===== src/rtl/mips_bus_pkg.sv =====
// Shared types for the MIPS-to-Avalon bus master: access sizes, FSM states, lane constants.
// Latency: none (types, constants and one pure function only).
// Backpressure: not applicable.
package mips_bus_pkg;

    localparam int unsigned DATA_W = 32;
    localparam int unsigned BYTE_W = 8;
    localparam int unsigned LANES  = DATA_W / BYTE_W;

    typedef enum logic [1:0] {
        SZ_BYTE    = 2'b00,
        SZ_HALF    = 2'b01,
        SZ_WORD    = 2'b10,
        SZ_ILLEGAL = 2'b11
    } access_size_e;

    typedef enum logic [1:0] {
        ST_IDLE  = 2'b00,
        ST_FETCH = 2'b01,
        ST_LOAD  = 2'b10,
        ST_STORE = 2'b11
    } state_e;

    // Natural alignment check; the illegal size encoding always counts as misaligned.
    function automatic logic is_misaligned(input access_size_e size, input logic [1:0] addr_lo);
        logic mis;
        case (size)
            SZ_BYTE: mis = 1'b0;
            SZ_HALF: mis = addr_lo[0];
            SZ_WORD: mis = (addr_lo != 2'b00);
            default: mis = 1'b1;
        endcase
        return mis;
    endfunction

endpackage


===== src/rtl/mips_byte_lanes.sv =====
// Little-endian lane steering: byteenable, store replication, load extraction and extension.
// Latency: purely combinational.
// Backpressure: none; outputs follow inputs.
module mips_byte_lanes
    import mips_bus_pkg::*;
(
    input  access_size_e            size_i,
    input  logic [1:0]              addr_lo_i,
    input  logic                    is_signed_i,
    input  logic [DATA_W-1:0]       wdata_i,
    input  logic [DATA_W-1:0]       rdata_i,
    output logic [LANES-1:0]        byteenable_o,
    output logic [DATA_W-1:0]       wdata_rep_o,
    output logic [DATA_W-1:0]       rdata_ext_o
);

    logic [DATA_W-1:0] shifted;

    // Select lanes by size/offset; loads are shifted down so the addressed byte lands at bit 0.
    always_comb begin
        shifted      = rdata_i >> {addr_lo_i, 3'b000};
        byteenable_o = 4'b1111;
        wdata_rep_o  = wdata_i;
        rdata_ext_o  = shifted;
        case (size_i)
            SZ_BYTE: begin
                byteenable_o = 4'b0001 << addr_lo_i;
                wdata_rep_o  = {4{wdata_i[7:0]}};
                rdata_ext_o  = {{24{is_signed_i & shifted[7]}}, shifted[7:0]};
            end
            SZ_HALF: begin
                byteenable_o = 4'b0011 << addr_lo_i;
                wdata_rep_o  = {2{wdata_i[15:0]}};
                rdata_ext_o  = {{16{is_signed_i & shifted[15]}}, shifted[15:0]};
            end
            default: begin
                byteenable_o = 4'b1111;
                wdata_rep_o  = wdata_i;
                rdata_ext_o  = shifted;
            end
        endcase
    end

endmodule


===== src/rtl/mips_avalon_master.sv =====
// MIPS instruction/data ports arbitrated onto one Avalon-MM master; optional stall timeout via MIPS_AVALON_MASTER_TIMEOUT_EN.
// Latency: request in cycle 0, bus command in cycle 1, valid pulse in cycle 2 plus one per waitrequest cycle.
// Backpressure: avm_waitrequest holds the command stable; requests arriving while busy wait in one-entry pending registers.
module mips_avalon_master
    import mips_bus_pkg::*;
#(
    parameter int unsigned TIMEOUT_CYCLES = 1024,
    parameter int unsigned DATA_PRIORITY  = 1
) (
    input  logic        clk,
    input  logic        rst,
    input  logic        instr_req,
    input  logic [31:0] instr_addr,
    output logic [31:0] instr_rdata,
    output logic        instr_valid,
    input  logic        data_read,
    input  logic        data_write,
    input  logic [31:0] data_addr,
    input  logic [1:0]  data_size,
    input  logic        data_signed,
    input  logic [31:0] data_wdata,
    output logic [31:0] data_rdata,
    output logic        data_valid,
    output logic        data_misaligned,
    output logic [31:0] avm_address,
    output logic        avm_read,
    output logic        avm_write,
    output logic [31:0] avm_writedata,
    output logic [3:0]  avm_byteenable,
    input  logic        avm_waitrequest,
    input  logic [31:0] avm_readdata,
    output logic        busy,
    output logic        timeout
);

    state_e             state_q, state_d;
    logic               instr_pend_q, instr_pend_d;
    logic [31:0]        instr_pend_addr_q, instr_pend_addr_d;
    logic               data_pend_q, data_pend_d;
    logic               data_pend_wr_q, data_pend_wr_d;
    logic [31:0]        data_pend_addr_q, data_pend_addr_d;
    access_size_e       data_pend_size_q, data_pend_size_d;
    logic               data_pend_sgn_q, data_pend_sgn_d;
    logic [31:0]        data_pend_wdata_q, data_pend_wdata_d;
    logic [31:0]        txn_addr_q, txn_addr_d;
    access_size_e       txn_size_q, txn_size_d;
    logic               txn_sgn_q, txn_sgn_d;
    logic [31:0]        txn_wdata_q, txn_wdata_d;
    logic [31:0]        instr_rdata_q, instr_rdata_d;
    logic [31:0]        data_rdata_q, data_rdata_d;
    logic               instr_valid_q, instr_valid_d;
    logic               data_valid_q, data_valid_d;
    logic               data_mis_q, data_mis_d;

    // Incoming pulses take part in arbitration in the same cycle as the pending copies.
    logic               data_in, data_any, instr_any, pick_data, bus_st;
    logic               sel_wr, sel_sgn;
    logic [31:0]        sel_addr, sel_wdata, sel_iaddr;
    access_size_e       sel_size;
    logic [3:0]         lane_be;
    logic [31:0]        lane_wdata, lane_rdata;

    assign data_in   = data_read | data_write;
    assign data_any  = data_in | data_pend_q;
    assign instr_any = instr_req | instr_pend_q;
    assign pick_data = data_any & ((DATA_PRIORITY != 0) | ~instr_any);
    assign sel_wr    = data_in ? data_write : data_pend_wr_q;
    assign sel_addr  = data_in ? data_addr : data_pend_addr_q;
    assign sel_size  = data_in ? access_size_e'(data_size) : data_pend_size_q;
    assign sel_sgn   = data_in ? data_signed : data_pend_sgn_q;
    assign sel_wdata = data_in ? data_wdata : data_pend_wdata_q;
    assign sel_iaddr = instr_req ? instr_addr : instr_pend_addr_q;

    mips_byte_lanes u_lanes (
        .size_i      (txn_size_q),
        .addr_lo_i   (txn_addr_q[1:0]),
        .is_signed_i (txn_sgn_q),
        .wdata_i     (txn_wdata_q),
        .rdata_i     (avm_readdata),
        .byteenable_o(lane_be),
        .wdata_rep_o (lane_wdata),
        .rdata_ext_o (lane_rdata)
    );

`ifdef MIPS_AVALON_MASTER_TIMEOUT_EN
    localparam int unsigned CNT_W = $clog2(TIMEOUT_CYCLES + 1);
    logic [CNT_W-1:0]   cnt_q, cnt_d;
    logic               timeout_q, timeout_d;
`endif

    // Next-state, pending capture, arbitration and completion handling.
    always_comb begin
        state_d           = state_q;
        instr_pend_d      = instr_pend_q;
        instr_pend_addr_d = instr_pend_addr_q;
        data_pend_d       = data_pend_q;
        data_pend_wr_d    = data_pend_wr_q;
        data_pend_addr_d  = data_pend_addr_q;
        data_pend_size_d  = data_pend_size_q;
        data_pend_sgn_d   = data_pend_sgn_q;
        data_pend_wdata_d = data_pend_wdata_q;
        txn_addr_d        = txn_addr_q;
        txn_size_d        = txn_size_q;
        txn_sgn_d         = txn_sgn_q;
        txn_wdata_d       = txn_wdata_q;
        instr_rdata_d     = instr_rdata_q;
        data_rdata_d      = data_rdata_q;
        instr_valid_d     = 1'b0;
        data_valid_d      = 1'b0;
        data_mis_d        = 1'b0;
`ifdef MIPS_AVALON_MASTER_TIMEOUT_EN
        cnt_d             = cnt_q;
        timeout_d         = 1'b0;
`endif
        if (instr_req) begin
            instr_pend_d      = 1'b1;
            instr_pend_addr_d = instr_addr;
        end
        if (data_in) begin
            data_pend_d       = 1'b1;
            data_pend_wr_d    = data_write;
            data_pend_addr_d  = data_addr;
            data_pend_size_d  = access_size_e'(data_size);
            data_pend_sgn_d   = data_signed;
            data_pend_wdata_d = data_wdata;
        end
        case (state_q)
            ST_IDLE: begin
                if (pick_data) begin
                    data_pend_d = 1'b0;
                    if (is_misaligned(sel_size, sel_addr[1:0])) begin
                        data_mis_d = 1'b1;
                    end else begin
                        txn_addr_d  = sel_addr;
                        txn_size_d  = sel_size;
                        txn_sgn_d   = sel_sgn;
                        txn_wdata_d = sel_wdata;
                        state_d     = sel_wr ? ST_STORE : ST_LOAD;
`ifdef MIPS_AVALON_MASTER_TIMEOUT_EN
                        cnt_d       = '0;
`endif
                    end
                end else if (instr_any) begin
                    instr_pend_d = 1'b0;
                    txn_addr_d   = sel_iaddr;
                    txn_size_d   = SZ_WORD;
                    txn_sgn_d    = 1'b0;
                    txn_wdata_d  = '0;
                    state_d      = ST_FETCH;
`ifdef MIPS_AVALON_MASTER_TIMEOUT_EN
                    cnt_d        = '0;
`endif
                end
            end
            default: begin
                if (!avm_waitrequest) begin
                    state_d = ST_IDLE;
                    case (state_q)
                        ST_FETCH: begin
                            instr_valid_d = 1'b1;
                            instr_rdata_d = avm_readdata;
                        end
                        ST_LOAD: begin
                            data_valid_d = 1'b1;
                            data_rdata_d = lane_rdata;
                        end
                        default: data_valid_d = 1'b1;
                    endcase
                end
`ifdef MIPS_AVALON_MASTER_TIMEOUT_EN
                else if (cnt_q == CNT_W'(TIMEOUT_CYCLES - 1)) begin
                    state_d   = ST_IDLE;
                    timeout_d = 1'b1;
                    if (state_q == ST_FETCH) begin
                        instr_valid_d = 1'b1;
                        instr_rdata_d = '0;
                    end else begin
                        data_valid_d = 1'b1;
                        data_rdata_d = '0;
                    end
                end else begin
                    cnt_d = cnt_q + 1'b1;
                end
`endif
            end
        endcase
    end

    // State and datapath registers; reset abandons any transaction and clears pending requests.
    always_ff @(posedge clk) begin
        if (rst) begin
            state_q           <= ST_IDLE;
            instr_pend_q      <= 1'b0;
            instr_pend_addr_q <= '0;
            data_pend_q       <= 1'b0;
            data_pend_wr_q    <= 1'b0;
            data_pend_addr_q  <= '0;
            data_pend_size_q  <= SZ_BYTE;
            data_pend_sgn_q   <= 1'b0;
            data_pend_wdata_q <= '0;
            txn_addr_q        <= '0;
            txn_size_q        <= SZ_BYTE;
            txn_sgn_q         <= 1'b0;
            txn_wdata_q       <= '0;
            instr_rdata_q     <= '0;
            data_rdata_q      <= '0;
            instr_valid_q     <= 1'b0;
            data_valid_q      <= 1'b0;
            data_mis_q        <= 1'b0;
        end else begin
            state_q           <= state_d;
            instr_pend_q      <= instr_pend_d;
            instr_pend_addr_q <= instr_pend_addr_d;
            data_pend_q       <= data_pend_d;
            data_pend_wr_q    <= data_pend_wr_d;
            data_pend_addr_q  <= data_pend_addr_d;
            data_pend_size_q  <= data_pend_size_d;
            data_pend_sgn_q   <= data_pend_sgn_d;
            data_pend_wdata_q <= data_pend_wdata_d;
            txn_addr_q        <= txn_addr_d;
            txn_size_q        <= txn_size_d;
            txn_sgn_q         <= txn_sgn_d;
            txn_wdata_q       <= txn_wdata_d;
            instr_rdata_q     <= instr_rdata_d;
            data_rdata_q      <= data_rdata_d;
            instr_valid_q     <= instr_valid_d;
            data_valid_q      <= data_valid_d;
            data_mis_q        <= data_mis_d;
        end
    end

`ifdef MIPS_AVALON_MASTER_TIMEOUT_EN
    // Stall counter and timeout pulse register.
    always_ff @(posedge clk) begin
        if (rst) begin
            cnt_q     <= '0;
            timeout_q <= 1'b0;
        end else begin
            cnt_q     <= cnt_d;
            timeout_q <= timeout_d;
        end
    end
    assign timeout = timeout_q;
`else
    logic unused_cfg;
    assign unused_cfg = ^TIMEOUT_CYCLES;
    assign timeout    = 1'b0;
`endif

    // Bus command is a pure function of state and the latched transaction, so it cannot move while stalled.
    assign bus_st          = (state_q != ST_IDLE);
    assign busy            = bus_st;
    assign avm_read        = (state_q == ST_FETCH) || (state_q == ST_LOAD);
    assign avm_write       = (state_q == ST_STORE);
    assign avm_address     = bus_st ? {txn_addr_q[31:2], 2'b00} : 32'h0;
    assign avm_byteenable  = (state_q == ST_FETCH) ? 4'b1111 : (bus_st ? lane_be : 4'b0000);
    assign avm_writedata   = avm_write ? lane_wdata : 32'h0;
    assign instr_rdata     = instr_rdata_q;
    assign instr_valid     = instr_valid_q;
    assign data_rdata      = data_rdata_q;
    assign data_valid      = data_valid_q;
    assign data_misaligned = data_mis_q;

endmodule


===== config.mk =====
export PLATFORM = sky130hd
export DESIGN_NAME = mips_avalon_master
export DESIGN_NICKNAME = d
export VERILOG_FILES = /design/src/rtl/mips_bus_pkg.sv /design/src/rtl/mips_byte_lanes.sv /design/src/rtl/mips_avalon_master.sv
export SDC_FILE = /design/constraint.sdc
export NUM_CORES = 1
export LEC_CHECK = 0
export CAP_MARGIN = 0
export CORE_MARGIN = 2
export CORE_UTILIZATION = 55
export CTS_BUF_LIST = sky130_fd_sc_hd__clkbuf_16
export CTS_CLUSTER_SIZE = 28
export DETAILED_ROUTE_END_ITERATION = 8
export DONT_BUFFER_PORTS = 1
export PLACE_DENSITY = 0.81
export SKIP_CTS_REPAIR_TIMING = 1
export SYNTH_ARGS = -nofsm -noshare
export SYNTH_HDL_FRONTEND = slang
export SYNTH_SLANG_ARGS = --single-unit

===== constraint.sdc =====
create_clock -name clk -period 4.95 [get_ports clk]
set_clock_uncertainty 0.2 [all_clocks]
set_input_delay 1.485 -clock clk [delete_from_list [all_inputs] [get_ports clk]]
set_output_delay 1.485 -clock clk [all_outputs]
set_load 0.1 [all_outputs]

# ---- Yosys cells after proc, flatten, opt, wreduce, memory -nomap -nowiden
# Cells that the tools add are included.
dict set report word_totals {
  mem_bits_rw 0
  memories 0
  in_bits 137
  rom_bits 0
  latch_bits 0
  regBits 238
}
dict set report classes {
  div_mod_pow 0
  shifts 3
  magnitude_cmp 0
  n_reduce_logical 13
  mux 44
  add_sub_neg 0
  eq_ne 10
  bitwise 8
  multipliers 0
}
# cell n
set ops {}
lappend ops {{$mux W32} 11}
lappend ops {{$pmux W32 S2} 2}
lappend ops {{$shr A32 B5 Y32} 1}
lappend ops {{$mux W1} 18}
lappend ops {{$mux W2} 9}
lappend ops {{$reduce_and A3 Y1} 4}
lappend ops {{$mux W4} 2}
lappend ops {{$pmux W4 S2} 1}
lappend ops {{$eq A2 B1 Y1 const B} 3}
lappend ops {{$eq A2 B2 Y1 const B} 3}
lappend ops {{$logic_not A2 Y1} 3}
lappend ops {{$ne A3 B3 Y1 const B} 2}
lappend ops {{$reduce_bool A2 Y1} 3}
lappend ops {{$reduce_or A3 Y1} 2}
lappend ops {{$shl A1 B2 Y4 const A} 1}
lappend ops {{$shl A2 B2 Y4 const A} 1}
lappend ops {{$not A1 Y1} 3}
lappend ops {{$or A1 B1 Y1} 3}
lappend ops {{$pmux W1 S3} 1}
lappend ops {{$and A1 B1 Y1} 2}
lappend ops {{$ne A2 B1 Y1 const B} 1}
lappend ops {{$ne A2 B2 Y1 const B} 1}
lappend ops {{$logic_or A1 B1 Y1} 1}

# ---- Logic depth before layout (Yosys ltp)
# Gate-level depths: netlist of run 1.
dict set report logic_depth {
  ltp_word 9
  ltp_mapped 10
  depth_no_buf 7
}

# ---- By module
# From an unflattened synthesis of run 1, not the netlist that was laid out.
dict set report unflattened {
  cells_unflattened 1287
  area_unflattened_um2 10795.4
}
# module area_each_um2 n_inst cells_per_inst
set modules_own_cells {}
lappend modules_own_cells {mips_avalon_master 9470.3 1 1105}
lappend modules_own_cells {mips_byte_lanes 1325.0 1 182}

# ---- Least setup slack after synthesis of run 1
# OpenSTA, ideal clock, no wires.
dict set report synth_timing {
  path_kind {register to output}
  start {reg state_q[0]}
  end {out avm_writedata[10]}
  path_stages_with_launch 4
  arrival_ns 3.736
  setup_slack_ns -0.471
  required_ns 3.265
  path_cell_list {dfxtp_1 ha_1 clkbuf_1 a21boi_0}
}
dict set report synth_between {
  elab_chain_cells 2
}
# element line
set synth_lines {}
lappend synth_lines {{start, declared} mips_avalon_master.sv:36} ;# state_e state_q, state_d;
lappend synth_lines {{start signal, assigned} mips_avalon_master.sv:211} ;# state_q <= state_d;
lappend synth_lines {{$eq A2 B2 Y1} mips_avalon_master.sv:254} ;# assign avm_write = (state_q == ST_STORE);
lappend synth_lines {{named net avm_write} mips_avalon_master.sv:27} ;# output logic avm_write,
lappend synth_lines {{$mux W32} mips_avalon_master.sv:257} ;# assign avm_writedata = avm_write ? lane_wdata : 32'h0;
lappend synth_lines {{end, declared} mips_avalon_master.sv:28} ;# output logic [31:0] avm_writedata,
# The timed path passes the listed nets, and every way through them passes these cells.

# ---- Final worst setup path of run 1
dict set report layout_timing {
  start {reg txn_size_q[0]}
  end {out avm_writedata[11]}
}
dict set report layout_between {
  elab_chain_cells 3
  elab_cells_between_ends 4
}
# element line
set layout_lines {}
lappend layout_lines {{start, declared} mips_avalon_master.sv:46} ;# access_size_e txn_size_q, txn_size_d;
lappend layout_lines {{start signal, assigned} mips_avalon_master.sv:221} ;# txn_size_q <= txn_size_d;
lappend layout_lines {{$eq A2 B1 Y1 / $logic_not A2 Y1 (equally long branches)} mips_byte_lanes.sv:25} ;# case (size_i)
lappend layout_lines {{$pmux W32 S2 (*)} mips_byte_lanes.sv:25}
lappend layout_lines {{$mux W32 (*)} mips_avalon_master.sv:257}
# Every way passes the cells marked *; elsewhere a longest branch is shown, timed or not.

==> impl_metrics.toml, run 1 <==
[status]
status = "complete, no violations"

[clocking]
cts_tree = "built"
htree_levels = 1
clock_latency_ps = 520
cts_buffers = 26
clock-root-buffer = "clkbuf_16"
clk_pin_slew_ps = 60
clk_path_buf_depth = 3
clkSinkCount = 238

[finish]
diodes = 0
multiInputGateArea_sq_mm = 0.005336
finalNetCount = 1379
ff_latch_area_sq_mm = 0.004766
drive_above_1_share_pct = 18.71
area_growth_pct = 14.45
fillers = 1542
final_common_cell = "nand2_1"
final_cell_mix = "245 x nand2_1, 237 x dfxtp_1, 101 x a21oi_1"

[pwr]
powerDensity_mw_per_mm2 = 489.7
finalPower_w = 0.005885
irDropWorstVdd_mv = 0.3895
leakage_nw = 4.464

[worst_setup_path]
crit_arrival_ps = 2440
r2r_start = "state_q[1]"
reg2reg_to = "txn_addr_q[16]"
path_class = "reg2out"
rr_worst_depth = 8
critPathCaptureType = "primary output"
start_kind = "register"
critPathMaxFanout = 15
reg2reg_slack_ps = 1630
critPathRequiredTime_ps = 3260

[drt]
drtPass1Iterations = 4
routed_wl_microns = 29780
drtIter0Drc = 442
drtAntennaViolNets = 0
drc = 0
wl_per_cell_microns = 19.98
via_count = 9000
vias_per_cell = 6.040

[global_route]
antenna_found_initial = 0
track_usage_pct = 28.08
grt_overflow = 0
grt_max_degree = 186
grt_pass1_vias = 8670
grt_pass1_wl_microns = 45600

[place]
hpwl_microns = 19950
dp_slack_ps = 1170
routabilityCongestion = 0.8872
portBuffers = 0

[die]
coreArea_sq_mm = 0.01871
start_util_pct = 56.13
fp-row-count = 50
fp.dieH_microns = 142.2
die_w_microns = 142.2
io_pins = 276
dieArea_sq_mm = 0.02021

[logic_synthesis]
synth_edf_count = 0
synthFlopType = "dfxtp_1"
syn_avg_cell_area_sq_um = 8.488
synth_seq_cells = 238
syn_area_sq_mm = 0.01050
postSynthCellCount = 1237
synth_cell_type_count = 46
async_flop_share_pct = 0
yosysWarnings = 0
synth-seq-area-share_pct = 45.38

[timing]
post-route-period-util_pct = 83.41
max_freq_ghz = 0.2422
drv_slew = 0
tightest_slew_ps = 1036
hold_viol_final = 0
timing.final.ws_setup_ps = 821.4
slew_headroom_pct = 30.68
rsz0062_at_grt = "false"
finalSetupViolations = 0
period_minus_slack_ps = 4129

[job]
cap_viol_max_count = 0

[min_path]
hold_start = "data_pend_addr_q[14]"
min_to = "data_pend_addr_q[14]"
min_path_cells = 2
worstHoldPathType = "reg2reg"
## state kept, by name, summed over array words and instances, names as in the netlist
signal and count:
txn_sgn_q 1, instr_rdata 32, data_pend_q 1, txn_size_q 2, data_valid 1, data_pend_addr_q 32
data_rdata 32, data_misaligned 1, instr_pend_addr_q 32, instr_valid 1, txn_wdata_q 32, data_pend_wr_q 1
txn_addr_q 32, data_pend_size_q 2, state_q 2, data_pend_sgn_q 1, data_pend_wdata_q 32, instr_pend_q 1
## worst max-delay path, cell delays in order (launching register included)
cell      delay [ps]
dfxtp_1          540
nor2_1           720
nand2_1          170
a21boi_2         170
buf_4            310
## report_power, final
part           internal [W]  leakage [nW]  switching (W)
Sequential          0.00209          1.96       0.000299
Combinational      0.000397          2.06        0.00101
Clock               0.00130         0.445       0.000789
## cells by family (layout without fill, tap and decap cells)
family | Yosys count | count (layout) | share of synthesized area, %
buffers and inverters | 123 | 140 | 5.398
AOI/OAI and AO/OA | 298 | 298 | 19.24
adders and majority gates | 4 | 4 | 0.4767
DFF | 238 | 238 | 45.38
muxes | 99 | 99 | 9.700
and+or+nand+nor | 474 | 474 | 19.77
other | 1 | 3 | 0.03571
## Yosys cell counts, drive strengths merged, types with 2 or more instances
cell type,instances,area (sq um)
a21oi,105,525.5
a21boi,8,60.06
nand4,5,31.28
o31ai,2,15.01
nand3,7,35.03
or3,3,33.78
and2,20,125.1
mux2i,89,890.9
dfxtp,238,4765
mux2,9,105.1
nor2,97,366.6
ha,4,50.05
nor2b,49,306.5
nor3,41,210.2
or2,3,18.77
nor4,2,12.51
nand2,245,919.6
buf,42,262.8
inv,7,26.27
clkbuf,74,277.8
a311oi,31,271.5
a211oi,47,473.0
o21ai,67,339.1
a31o,31,271.5
## how the worst max path moves through the flow
stage             startpoint                end  slack (ps)  cells after the start
2_1_floorplan     state_q[0]  avm_writedata[10]        -470                      3
3_3_place_gp      data_write    txn_wdata_q[12]        1240                      6
3_5_place_dp      data_write    txn_wdata_q[30]        1170                      6
4_1_cts           state_q[1]  avm_writedata[22]         810                      3
5_1_grt           state_q[0]  avm_writedata[23]         730                      3
6_report       txn_size_q[0]  avm_writedata[11]         820                      4
## through the flow
stage	cells	util [%]	hold slack [ps]	TNS (ps)	instance area, sq um
global route	1490	64.25	269.7	0	12020
CTS	1490	64.25	251.1	0	12020
global placement	1444	59.27	235.7	0	11090
floorplan	1239	-	236.4	-3459	10510
detailed placement	1444	59.27	242.1	0	11090
finish	1490	64.25	252.8	0	12020
## final cells by class
cell class / instances / area share, %
flip-flops and latches: 238 / 39.66
clock buffers: 27 / 5.622
multi-input cells: 878 / 44.40
inverters: 7 / 0.2186
repair buffers: 87 / 5.539
well taps: 234 / 2.436
clock inverters: 19 / 2.124
## per-layer routing
metal	share of wire, %	global-route usage [%]
met2	48	47.80
met5	0	0
met1	38	32.60
met4	5.5	14.74
met3	8.5	7.133
Note: power is estimated with default switching activity, not from simulation.
==> run 2: changes to the inputs <==
--- a/config.mk
+++ b/config.mk
@@ -12,7 +12,7 @@
 export CTS_CLUSTER_SIZE = 28
 export DETAILED_ROUTE_END_ITERATION = 8
 export DONT_BUFFER_PORTS = 1
-export PLACE_DENSITY = 0.81
+export PLACE_DENSITY = 0.84
 export SKIP_CTS_REPAIR_TIMING = 1
 export SYNTH_ARGS = -nofsm -noshare
 export SYNTH_HDL_FRONTEND = slang
==> constraint.sdc (replaced) <==
create_clock -name clk -period 3.6 [get_ports clk]
set_clock_uncertainty 0.2 [all_clocks]
set_input_delay 1.08 -clock clk [delete_from_list [all_inputs] [get_ports clk]]
set_output_delay 1.08 -clock clk [all_outputs]
set_load 0.1 [all_outputs]
==> impl_metrics.toml, run 2 (synthesized netlist as in run 1, its figures left out) <==
[worst_setup_path]
critical-path-slowest-cell = "ha_2"
critPathMaxFanout = 33
max_stage_delay_ps = 590
r2r_start = "state_q[1]"
path_cells = "ha_2 > nor2b_4 > buf_4"
crit_arrival_ps = 2130
critPathTopFamily = "adder cells"
reg2reg_slack_ps = 880
critPathRequiredTime_ps = 2320
critPathCaptureType = "primary output"
rr_worst_depth = 9
reg2reg_to = "txn_wdata_q[5]"
path_class = "reg2out"
cp_num_buf_inv = 1
start_kind = "register"

[global_route]
grt_max_degree = 186
track_usage_pct = 28.01
antenna_found_initial = 2
grt_pass1_wl_microns = 45690
grt_overflow = 0
grt_pass1_vias = 8643

[finish]
multiInputGateArea_sq_mm = 0.005439
finalNetCount = 1391
ff_latch_area_sq_mm = 0.004766
drive_above_1_share_pct = 19.26
final_common_cell = "nand2_1"
area_growth_pct = 16.52
fillers = 1475
design_area_sq_mm = 0.01223
final_cell_mix = "244 x nand2_1, 237 x dfxtp_1, 101 x a21oi_1"

[drt]
routed_wl_microns = 29410
vias_per_cell = 6.019
via_count = 9046
wl_per_cell_microns = 19.57
drtPass1Iterations = 6
drc = 0
drtAntennaViolNets = 0
drtIter0Drc = 665

[place]
placed_cell_area_sq_mm = 0.01149
portBuffers = 0
routabilityCongestion = 0.8498
hpwl_microns = 19780

[timing]
rsz0062_at_grt = "false"
finalSetupViolations = 0
tightest_slew_ps = 1024
setup_tns_ps = 0
max_freq_ghz = 0.2936
hold_viol_final = 0
slew_headroom_pct = 31.58
drv_slew = 0
post-route-period-util_pct = 94.63
period_minus_slack_ps = 3407

[die]
io_pins = 276
die_w_microns = 142.2
fp.dieH_microns = 142.2
coreArea_sq_mm = 0.01871
dieArea_sq_mm = 0.02021
fp-row-count = 50
start_util_pct = 56.13

[pwr]
power.internal_w = 0.004829
finalPower_w = 0.007672
comb_power_share_pct = 27.2
irDropWorstVdd_mv = 0.4030
p_sw_share_pct = 37.06
pwr-share-seq_pct = 42.4
leakage_nw = 4.535
power_switching_w = 0.002843
powerDensity_mw_per_mm2 = 627.1
pwr-share-clk_pct = 30.4

[clocking]
clkSinkCount = 238
cts_buffers = 24
clk_pin_slew_ps = 70
htree_levels = 1
cts_tree = "built"
clock_latency_ps = 500
clock-root-buffer = "clkbuf_16"
clk_path_buf_depth = 3

[min_path]
min_path_cells = 2
min_to = "data_pend_addr_q[12]"
hold_start = "data_pend_addr_q[12]"
worstHoldPathType = "reg2reg"

[job]
cap_viol_max_count = 0

[status]
status = "complete, no violations"
==> run 2: cell types whose count changed in the layout (fill, tap and decap cells not counted), moves of 4 or more <==
| cell | change |
|---|---|
| a21boi_4 | +5 |
| bufinv_16 | -5 |
| inv_1 | +5 |
| clkinv_2 | +4 |
| nor2b_4 | +8 |
| a21boi_2 | -5 |
| nor2b_2 | -8 |
| buf_12 | +16 |
==> run 2: area by class of cell <==
type / count / area share (%)
Clock buffer: 25 / 5.114
Sequential cell: 238 / 38.95
Multi-Input combinational cell: 878 / 44.46
Tap cell: 234 / 2.393
Clock inverter: 18 / 0.8898
Inverter: 7 / 0.2148
Timing Repair Buffer: 101 / 7.936
Antenna cell: 2 / 0.04091
==> run 2: tightest hold or removal path: stages, from the launching register on <==
cell	delay (ps)
dfxtp_1	310
nand2_1	50
a21oi_1	50
==> run 2: stage by stage <==
step / setup WS (ps) / utilization, % / hold slack [ps] / cells
after global placement: 516.3 / 61.45 / 235.3 / 1458
after detailed placement: 418.8 / 61.45 / 240.6 / 1458
after global routing: 68.39 / 65.40 / 274.6 / 1503
after floorplan: -181.1 / - / 236.4 / 1239
final: 193.5 / 65.40 / 255.1 / 1503
after CTS: 157.9 / 65.38 / 248.9 / 1501
==> run 2: power groups by stage <==
stage	Clock [W]	Combinational [W]	Sequential, W
floorplan	0	0.00166	0.00328
global placement	0	0.00204	0.00329
global route	0.00249	0.00221	0.00328
CTS	0.00237	0.00209	0.00325
finish	0.00233	0.00209	0.00325
detailed placement	0	0.00207	0.00330
==> run 2: how the worst max path moves through the flow <==
stage                          start           endpoint  slack, ps  depth (start not counted)
after floorplan           state_q[0]  avm_writedata[10]       -180                          3
final                     state_q[0]  avm_writedata[23]        190                          3
after global routing      state_q[0]  avm_writedata[23]         70                          3
after detailed placement  data_write     txn_wdata_q[5]        420                          6
after CTS                 state_q[0]  avm_writedata[23]        160                          3
after global placement    data_write     txn_wdata_q[6]        520                          6
==> run 2: metal layers <==
layer / part of all wire (%) / wire (microns) / up-vias / global-route usage (%)
met5: 0 / 0 / - / 0
met2: 47 / 13710 / 461 / 45.54
met3: 9.5 / 2794 / 89 / 6.864
met1: 40 / 11680 / 4205 / 35.19
met4: 4.2 / 1221 / 0 / 12.89
li1: - / - / 4291 / -
==> run 3: changes to the inputs <==
--- a/config.mk
+++ b/config.mk
@@ -7,12 +7,13 @@
 export LEC_CHECK = 0
 export CAP_MARGIN = 0
 export CORE_MARGIN = 2
-export CORE_UTILIZATION = 55
+export CORE_UTILIZATION = 57
 export CTS_BUF_LIST = sky130_fd_sc_hd__clkbuf_16
 export CTS_CLUSTER_SIZE = 28
 export DETAILED_ROUTE_END_ITERATION = 8
 export DONT_BUFFER_PORTS = 1
-export PLACE_DENSITY = 0.84
+export PLACE_DENSITY = 0.86
+export RECOVER_POWER = 100
 export SKIP_CTS_REPAIR_TIMING = 1
 export SYNTH_ARGS = -nofsm -noshare
 export SYNTH_HDL_FRONTEND = slang
==> impl_metrics.toml, run 3 (synthesized netlist as in run 1, its figures left out) <==
[status]
status = "finished, violations left"
violations = "capacitance limit, slew limit"

[worst_setup_path]
path_class = "reg2out"
critPathCaptureType = "primary output"
critical-path-slowest-cell = "ha_2"
critPathTopFamily = "adder cells"
path_cells = "ha_2 > and2_1 > buf_2"
critPathRequiredTime_ps = 2320
cp_num_buf_inv = 1
critPathMaxFanout = 33
crit_arrival_ps = 2160
max_stage_delay_ps = 590
start_kind = "register"

[clocking]
clock-root-buffer = "clkbuf_16"
htree_levels = 1
clk_path_buf_depth = 3
clk_pin_slew_ps = 60
clock_latency_ps = 520
cts_tree = "built"
clkSinkCount = 238
cts_buffers = 25

[job]
cap_viol_max_count = 1

[pwr]
irDropWorstVdd_mv = 0.4994
leakage_nw = 4.445
powerDensity_mw_per_mm2 = 652.2
finalPower_w = 0.007751

[place]
portBuffers = 0
hpwl_microns = 19980
place_inst = 1455
routabilityCongestion = 0.8876
dp_slack_ps = 300.9

[finish]
diodes = 0
drive_above_1_share_pct = 15.46
fillers = 1457
final_common_cell = "nand2_1"
final_cell_mix = "244 x nand2_1, 236 x dfxtp_1, 103 x a21oi_1"
area_growth_pct = 13.18
finalNetCount = 1394
final_core_util_pct = 65.93
final_cells = 1497

[die]
start_util_pct = 58.25
die_w_microns = 139.7
fp-row-count = 49
coreArea_sq_mm = 0.01802
dieArea_sq_mm = 0.01952
fp.dieH_microns = 139.7
io_pins = 276

[timing]
setup_tns_ps = 0
period_minus_slack_ps = 3438
finalSetupViolations = 0
drv_slew = 49
hold_viol_final = 0
slew_headroom_pct = -39.45
tightest_slew_ps = 2092
max_freq_ghz = 0.2908
rsz0062_at_grt = "false"
post-route-period-util_pct = 95.51
timing.final.ws_setup_ps = 161.8

[global_route]
grt_max_degree = 186
grt_pass1_vias = 8418
grt_pass1_wl_microns = 45800
antenna_found_initial = 0
grt_overflow = 0
track_usage_pct = 28.67

[drt]
drc = 0
drtAntennaViolNets = 0
vias_per_cell = 6.078
via_count = 9099
drtPass1Iterations = 5
drtIter0Drc = 818
wl_per_cell_microns = 19.89
routed_wl_microns = 29770

[min_path]
worstHoldPathType = "reg2reg"
[run 3: metrics by stage]
step	hold WS, ps	area (sq um)
floorplan	236.4	10730
global placement	236.0	11480
detailed placement	242.1	11480
CTS	249.5	12260
global route	270.0	11880
finish	249.9	11880
[run 3: worst register-to-register path, delay by kind of cell, from the launching register on]
kind,cells,cell delay (ps)
flip-flops,1,330
AO/OA/AOI/OAI,2,940
AND/OR/NAND/NOR,3,1250
buffers and inverters,1,360
[run 3: worst paths after layout]
check	startpoint	endpoint	slack [ps]	cells past startpoint
worst max register to register	data_pend_size_q[1]	txn_addr_q[28]	410	6
worst min-delay path	data_pend_addr_q[28]	data_pend_addr_q[28]	250	2
worst max-delay path	state_q[1]	avm_writedata[1]	160	3
worst min register to register	data_pend_addr_q[28]	data_pend_addr_q[28]	250	2
[run 3: where the power goes]
part | switching (W) | internal [W] | total, W | leakage (nW)
logic | 0.00144 | 0.000568 | 0.00200 | 2.08
registers | 0.000374 | 0.00288 | 0.00325 | 1.96
clock network | 0.00103 | 0.00146 | 0.00249 | 0.407
total | 0.00284 | 0.00491 | 0.00775 | 4.45
[run 3: area by class of cell]
cell class | instances | area [sq um] | area share [%]
clock inverters | 17 | 152.6 | 1.284
repair buffers | 103 | 793.3 | 6.675
inverters | 7 | 26.28 | 0.2211
clock buffers | 25 | 625.6 | 5.264
well taps | 229 | 286.5 | 2.411
flip-flops and latches | 238 | 4767 | 40.11
multi-input cells | 878 | 5233 | 44.03
[run 3: per-layer routing]
| layer | vias to the layer above | global-route usage, % | wire length, microns |
|---|---|---|---|
| met3 | 68 | 7.158 | 2821 |
| met1 | 4308 | 36.50 | 11860 |
| met5 | - | 0 | 0 |
| met2 | 445 | 47.47 | 14130 |
| met4 | 0 | 10.11 | 955 |
| li1 | 4278 | - | - |
